--- src/rtl/arb_out_buffer.sv ---
`default_nettype none
// ============================================================================
// Module   : arb_out_buffer
// Purpose  : Elastic FIFO stage between the data arbiter and the readout FIFO,
//            with near-full throttling and word/overflow counters.
//            Optional end-of-run trailer word: define ARB_OUT_TRAILER_EN.
// Revision : 1.0 - initial release
// ============================================================================
module arb_out_buffer #(
  parameter int DEPTH_LOG2   = 4,
  parameter int THROTTLE_DIV = 4
) (
  input  logic        BUS_CLK,
  input  logic        BUS_RST,
  input  logic        ENABLE,
  input  logic        ARB_WRITE_OUT,
  input  logic [31:0] ARB_DATA_OUT,
  output logic        ARB_READY_OUT,
  input  logic        FIFO_FULL,
  input  logic        FIFO_NEAR_FULL,
  output logic        FIFO_WRITE,
  output logic [31:0] FIFO_DATA,
  output logic [31:0] WORD_COUNT,
  output logic [15:0] OVF_COUNT,
  output logic        BUSY
);

  localparam int PTR_W = DEPTH_LOG2;
  localparam int CNT_W = DEPTH_LOG2 + 1;
  localparam logic [CNT_W-1:0] DEPTH_WORDS = CNT_W'(1 << DEPTH_LOG2);
  localparam logic [3:0]       DIV_LAST    = 4'(THROTTLE_DIV - 1);

  typedef enum logic [1:0] {
    IDLE     = 2'd0,
    STREAM   = 2'd1,
`ifdef ARB_OUT_TRAILER_EN
    THROTTLE = 2'd2,
    TRAILER  = 2'd3
`else
    THROTTLE = 2'd2
`endif
  } state_t;

  state_t            state_q, state_d;
  logic [31:0]       mem_q [0:(1<<DEPTH_LOG2)-1];
  logic [PTR_W-1:0]  wr_ptr_q, wr_ptr_d;
  logic [PTR_W-1:0]  rd_ptr_q, rd_ptr_d;
  logic [CNT_W-1:0]  count_q, count_d;
  logic [3:0]        div_q, div_d;
  logic              fifo_write_q, fifo_write_d;
  logic [31:0]       fifo_data_q, fifo_data_d;
  logic [31:0]       word_count_q, word_count_d;
  logic [15:0]       ovf_count_q, ovf_count_d;

  logic empty, full, ready, accept, drain_data, trailer_emit, trailer_pending;

  assign empty         = (count_q == '0);
  assign full          = (count_q == DEPTH_WORDS);
  assign ready         = ENABLE & ~full;
  assign accept        = ARB_WRITE_OUT & ready;
  assign drain_data    = ~empty & ~FIFO_FULL &
                         ((state_q == STREAM) | ((state_q == THROTTLE) & (div_q == DIV_LAST)));
  assign ARB_READY_OUT = ready;

`ifdef ARB_OUT_TRAILER_EN
  logic enable_q, enable_d;
  logic trailer_pending_q, trailer_pending_d;

  assign trailer_emit    = (state_q == TRAILER) & ~FIFO_FULL;
  assign trailer_pending = trailer_pending_q;

  // A later rising edge of ENABLE never clears a pending trailer.
  always_comb begin
    enable_d          = ENABLE;
    trailer_pending_d = (enable_q & ~ENABLE) | (trailer_pending_q & ~trailer_emit);
  end

  always_ff @(posedge BUS_CLK) begin
    if (BUS_RST) begin
      enable_q          <= 1'b0;
      trailer_pending_q <= 1'b0;
    end else begin
      enable_q          <= enable_d;
      trailer_pending_q <= trailer_pending_d;
    end
  end
`else
  assign trailer_emit    = 1'b0;
  assign trailer_pending = 1'b0;
`endif

  always_comb begin
    wr_ptr_d     = wr_ptr_q;
    rd_ptr_d     = rd_ptr_q;
    count_d      = count_q;
    div_d        = div_q;
    state_d      = state_q;
    fifo_write_d = drain_data | trailer_emit;
    fifo_data_d  = fifo_data_q;
    word_count_d = word_count_q;
    ovf_count_d  = ovf_count_q;

    if (accept) wr_ptr_d = wr_ptr_q + PTR_W'(1);
    if (drain_data) rd_ptr_d = rd_ptr_q + PTR_W'(1);
    if (accept & ~drain_data) count_d = count_q + CNT_W'(1);
    else if (~accept & drain_data) count_d = count_q - CNT_W'(1);

    if (drain_data) begin
      fifo_data_d  = mem_q[rd_ptr_q];
      word_count_d = word_count_q + 32'd1;
    end else if (trailer_emit) begin
      fifo_data_d  = {4'hF, word_count_q[27:0]};
    end

    if (ARB_WRITE_OUT & ~ready & (ovf_count_q != 16'hFFFF))
      ovf_count_d = ovf_count_q + 16'd1;

    // Transitions look at next-cycle occupancy so a fresh word drains at once.
    case (state_q)
      IDLE: begin
        if (count_d != '0) state_d = STREAM;
`ifdef ARB_OUT_TRAILER_EN
        else if (trailer_pending_q) state_d = TRAILER;
`endif
      end
      STREAM: begin
        if (count_d == '0) state_d = IDLE;
        else if (FIFO_NEAR_FULL) begin
          state_d = THROTTLE;
          div_d   = 4'd0;
        end
      end
      THROTTLE: begin
        if (drain_data) div_d = 4'd0;
        else if (div_q != DIV_LAST) div_d = div_q + 4'd1;
        if (count_d == '0) state_d = IDLE;
        else if (~FIFO_NEAR_FULL) state_d = STREAM;
      end
`ifdef ARB_OUT_TRAILER_EN
      TRAILER: begin
        if (trailer_emit) state_d = IDLE;
      end
`endif
      default: state_d = IDLE;
    endcase
  end

  always_ff @(posedge BUS_CLK) begin
    if (accept) mem_q[wr_ptr_q] <= ARB_DATA_OUT;
  end

  always_ff @(posedge BUS_CLK) begin
    if (BUS_RST) begin
      state_q      <= IDLE;
      wr_ptr_q     <= '0;
      rd_ptr_q     <= '0;
      count_q      <= '0;
      div_q        <= 4'd0;
      fifo_write_q <= 1'b0;
      fifo_data_q  <= 32'd0;
      word_count_q <= 32'd0;
      ovf_count_q  <= 16'd0;
    end else begin
      state_q      <= state_d;
      wr_ptr_q     <= wr_ptr_d;
      rd_ptr_q     <= rd_ptr_d;
      count_q      <= count_d;
      div_q        <= div_d;
      fifo_write_q <= fifo_write_d;
      fifo_data_q  <= fifo_data_d;
      word_count_q <= word_count_d;
      ovf_count_q  <= ovf_count_d;
    end
  end

  assign FIFO_WRITE = fifo_write_q;
  assign FIFO_DATA  = fifo_data_q;
  assign WORD_COUNT = word_count_q;
  assign OVF_COUNT  = ovf_count_q;
  assign BUSY       = ~empty | fifo_write_q | trailer_pending;

endmodule
`default_nettype wire

--- config.mk ---
export PLATFORM = sky130hd
export DESIGN_NAME = arb_out_buffer
export DESIGN_NICKNAME = d
export VERILOG_FILES = /design/src/rtl/arb_out_buffer.sv
export SDC_FILE = /design/constraint.sdc
export NUM_CORES = 1
export LEC_CHECK = 0
export CAP_MARGIN = 20
export CELL_PAD_IN_SITES_DETAIL_PLACEMENT = 0
export CELL_PAD_IN_SITES_GLOBAL_PLACEMENT = 1
export CORE_MARGIN = 10
export CORE_UTILIZATION = 38
export DETAILED_ROUTE_END_ITERATION = 12
export PLACE_DENSITY_LB_ADDON = 0.1
export SETUP_SLACK_MARGIN = 0.05
export SLEW_MARGIN = 40
export SYNTH_ARGS = -nofsm -noshare
export SYNTH_HDL_FRONTEND = slang
export SYNTH_SLANG_ARGS = --single-unit
--- constraint.sdc ---
create_clock -name BUS_CLK -period 5.7 [get_ports BUS_CLK]
set_input_delay 1.425 -clock BUS_CLK [delete_from_list [all_inputs] [get_ports BUS_CLK]]
set_output_delay 1.425 -clock BUS_CLK [all_outputs]
set_load 0.05 [all_outputs]
==> flow_summary.json <==
{
  "timing.critical_path.from_type": "input pin",
  "path_type_of_the_worst_setup_path": "in -> out",
  "cts_root_buffer": "sky130_fd_sc_hd__clkbuf_16",
  "path_buf_inv": 3,
  "synth_top_cell_area_share_pct": 65.27,
  "post_synth_xor_area_fraction_pct": 1.859,
  "cp_max_fo": 4,
  "grt_antenna_before_repair": 0,
  "complex_gate_fraction_of_the_synthesized_area_pct": 1.764,
  "post_cts_resize_count": 0,
  "finalCoreUtilization_pct": 45.81,
  "postCtsSetupRepairBufs": 0,
  "post_synth_num_cell_types": 53,
  "detail_route.iter0.violations": 853,
  "grt_setup_unrepaired": "no",
  "cp_data_arrival_time_ns": 3.00,
  "end_kind": "output pin",
  "dominant_combinational_cell_family_by_area_after_synthesis": "multiplexers",
  "grt.overflow.total": 0,
  "design.core.area_sq_um": 61480,
  "outcome": "finished clean",
  "die_height_um": 269.0,
  "slew_headroom_pct": 49.29,
  "postSynthCellCount": 1245,
  "clock.fmax_mhz": 225.9,
  "insertedDiodeCount": 0,
  "grt_pass1_vias": 12500,
  "critPathMaxStageDelay_ns": 0.80,
  "largest_net_degree_at_the_start_of_global_routing": 83,
  "buffer_ports.inserted": 120,
  "muxShareOfSynthArea_pct": 15.38,
  "cts_buffer_depth": 3,
  "drc": 0,
  "synth_area_per_cell_sq_um": 18.92,
  "ctsHtreeMaxLevel": 3,
  "dr.pass1.iters": 5,
  "fillCellCount": 5262,
  "design.final.nets": 1455,
  "synth-async-reset-ratio_pct": 0,
  "place.detailed.hpwl_um": 32830,
  "chipWidth_um": 269.0,
  "track_usage_pct": 15.60,
  "finalWeightedCongestion": 0.7365,
  "netSwitchingFraction_pct": 22.55,
  "timing.critical_path.slowest_stage_cell": "sky130_fd_sc_hd__clkdlybuf4s50_1",
  "count_of_yosys_warnings_during_synthesis": 0,
  "power_switching_mw": 2.243,
  "skew_ns": 0.01490,
  "placementRows": 91,
  "worstSkewPairLatency_ns": 0.59,
  "synth_edf_count": 512,
  "dieArea_sq_um": 72340,
  "fin_setup_tns_ns": 0,
  "synth-adder-area-share_pct": 0.5737,
  "grt_first_pass_wirelength_um": 83480,
  "combinationalPowerShare_pct": 7.7,
  "min_period_over_period_pct": 77.67,
  "numClockSinks": 612,
  "finalPower_mw": 9.949,
  "timing_worst_slew_pin_value_ns": 0.7588,
  "powerDensity_nw_per_um2": 353.2,
  "seq_power_share_pct": 49.8,
  "min-delay-path-class": "reg -> reg",
  "effective_utilization_at_floorplan_pct": 38.31,
  "intPower_mw": 7.705,
  "synth-seq-cells": 612,
  "tritoncts": "done",
  "netlist.top_cell.by_area": "sky130_fd_sc_hd__edfxtp_1",
  "crit_family": "buffers and inverters",
  "ioPinCount": 121,
  "ys_top_cells_by_area": "sky130_fd_sc_hd__edfxtp_1 (65%), sky130_fd_sc_hd__mux4_2 (15%), sky130_fd_sc_hd__dfxtp_1 (8.5%)",
  "flow.area_growth_from_synthesis_pct": 19.58,
  "antenna_violating_nets_post_route": 0,
  "synth-simple-area-share_pct": 5.349,
  "vias": 11920,
  "critical_path_required_ns": 4.28,
  "post_synthesis_instance_area_sq_um": 23560,
  "routed_wl_um": 55230,
  "timing_hold_violations_final": 0,
  "post_drt_wl_per_cell_um": 24.55,
  "power.clock.fraction_pct": 42.5,
  "drive_above_1_share_pct": 22.60,
  "drv.max_cap_violation_count": 0,
  "path_clk_slew_ns": 0.06,
  "synth_seq_area_share_pct": 73.77,
  "synth_fp_nets": 1293,
  "leakagePower_nw": 8.665,
  "crit_chain": "clkdlybuf4s50_1 -> nand2_1 -> inv_1 -> clkdlybuf4s50_1",
  "drt-vias-per-instance": 5.296,
  "fin_crit_ns": 4.427,
  "timing.final.setup_violations": 0,
  "tritoncts.num_buffers": 67,
  "max_ir_drop_vdd_mv": 0.2170,
  "critPathMostFrequentCell": "sky130_fd_sc_hd__clkdlybuf4s50_1",
  "cts.hold.buffers_added": 0,
  "dominantRegCellSynth": "sky130_fd_sc_hd__edfxtp_1",
  "report.final.slew_viol_count": 0
}
registers in the layout, indices dropped and copies added (netlist names):
register and count:
mem_q 512, FIFO_DATA 32, WORD_COUNT 32, OVF_COUNT 16
count_q 5, div_q 4, rd_ptr_q 4, wr_ptr_q 4
state_q 2, FIFO_WRITE 1
worst reg2reg max path: cells and delay by family (launching register included):
family                   cells  cell delay, ns
adder cells (fa/ha/maj)      1            0.24
buffers and inverters        2            0.59
flip-flops                   1            0.45
AND/OR/NAND/NOR              4            1.54
layout by cell type (no fill, tap or decap), types with 10 or more instances in the layout:
master                            count
sky130_fd_sc_hd__nand2_1            101
sky130_fd_sc_hd__clkbuf_16           70
sky130_fd_sc_hd__nand4_1             16
sky130_fd_sc_hd__nand3_1             24
sky130_fd_sc_hd__nor2_4              13
sky130_fd_sc_hd__clkinv_2            14
sky130_fd_sc_hd__nor2_1              60
sky130_fd_sc_hd__xnor2_1             19
sky130_fd_sc_hd__buf_4               29
sky130_fd_sc_hd__dfxtp_1             96
sky130_fd_sc_hd__xor2_1              31
sky130_fd_sc_hd__ha_1                10
sky130_fd_sc_hd__mux4_2             160
sky130_fd_sc_hd__clkbuf_1            18
sky130_fd_sc_hd__inv_1               13
sky130_fd_sc_hd__a21oi_1             42
sky130_fd_sc_hd__clkdlybuf4s50_1    119
sky130_fd_sc_hd__edfxtp_1           512
power groups by stage:
stage	Clock (mW)	Combinational (mW)	Sequential, mW
6_report	4.23	0.770	4.95
2_1_floorplan	0	0.453	5.09
3_3_place_gp	0	0.787	5.04
3_5_place_dp	0	0.790	5.05
4_1_cts	4.37	0.794	4.95
5_1_grt	4.53	0.838	4.96
Yosys cell counts, types with 2 or more instances:
cell                       number
sky130_fd_sc_hd__edfxtp_1     512
sky130_fd_sc_hd__mux4_2       160
sky130_fd_sc_hd__nand2_1      102
sky130_fd_sc_hd__dfxtp_1      100
sky130_fd_sc_hd__nor2_1        73
sky130_fd_sc_hd__a21oi_1       42
sky130_fd_sc_hd__clkbuf_1      40
sky130_fd_sc_hd__xor2_1        31
sky130_fd_sc_hd__nand3_1       24
sky130_fd_sc_hd__xnor2_1       19
sky130_fd_sc_hd__nand4_1       16
sky130_fd_sc_hd__buf_2         14
sky130_fd_sc_hd__inv_1         13
sky130_fd_sc_hd__nor3_1        12
sky130_fd_sc_hd__ha_1          10
sky130_fd_sc_hd__and3_1         9
sky130_fd_sc_hd__buf_1          7
sky130_fd_sc_hd__o21ai_0        7
sky130_fd_sc_hd__or3_1          7
sky130_fd_sc_hd__and4_1         5
sky130_fd_sc_hd__and2_1         3
sky130_fd_sc_hd__nand2b_1       3
sky130_fd_sc_hd__a211oi_1       2
sky130_fd_sc_hd__mux2i_1        2
sky130_fd_sc_hd__nor2b_1        2
sky130_fd_sc_hd__o21bai_1       2
sky130_fd_sc_hd__or3b_1         2
kinds of logic (layout without fill, tap and decap cells):
logic type	Yosys count	after routing
simple gates	268	268
mux	162	162
buf+inv	75	290
compound gates	67	67
flops	612	612
fa+ha+maj	11	11
xor+xnor	50	50
per-layer routing:
layer  track usage (%)  wire length, um  share of wire [%]
met1             21.20            24750                 45
met4             4.448             1147                2.1
met2             25.23            26870                 49
met5                 0                0                  0
met3             3.009             2472                4.5
final timing paths:
check                startpoint             to  slack [ns]  cells after the start
setup / recovery         ENABLE  ARB_READY_OUT        1.27                      4
hold / removal    FIFO_DATA[26]  FIFO_DATA[26]        0.45                      2
setup reg to reg     count_q[0]  mem_q[12][28]        2.53                      7
hold reg to reg   FIFO_DATA[26]  FIFO_DATA[26]        0.45                      2
stage by stage:
| stage | hold WS, ns | instances | setup slack [ns] | instance area, sq um |
|---|---|---|---|---|
| floorplan | 0.4673 | 1245 | 1.058 | 23560 |
| detailed placement | 0.4458 | 2126 | 1.272 | 25950 |
| global route | 0.4712 | 2250 | 1.197 | 28170 |
| finish | 0.4532 | 2250 | 1.273 | 28170 |
| CTS | 0.4541 | 2248 | 1.268 | 28100 |
| global placement | 0.4439 | 2123 | 1.244 | 25870 |
final cells by class:
cell class / count / area, sq um / share of cell area, %
sequential: 612 / 17390 / 61.73
clock inverter: 25 / 207.7 / 0.7374
tap: 790 / 988.4 / 3.509
inverter: 13 / 48.80 / 0.1732
timing repair buffer: 155 / 1587 / 5.633
clock buffer: 97 / 1943 / 6.899
multi-input combinational: 558 / 6006 / 21.32
Power figures use the tool's default switching activity.
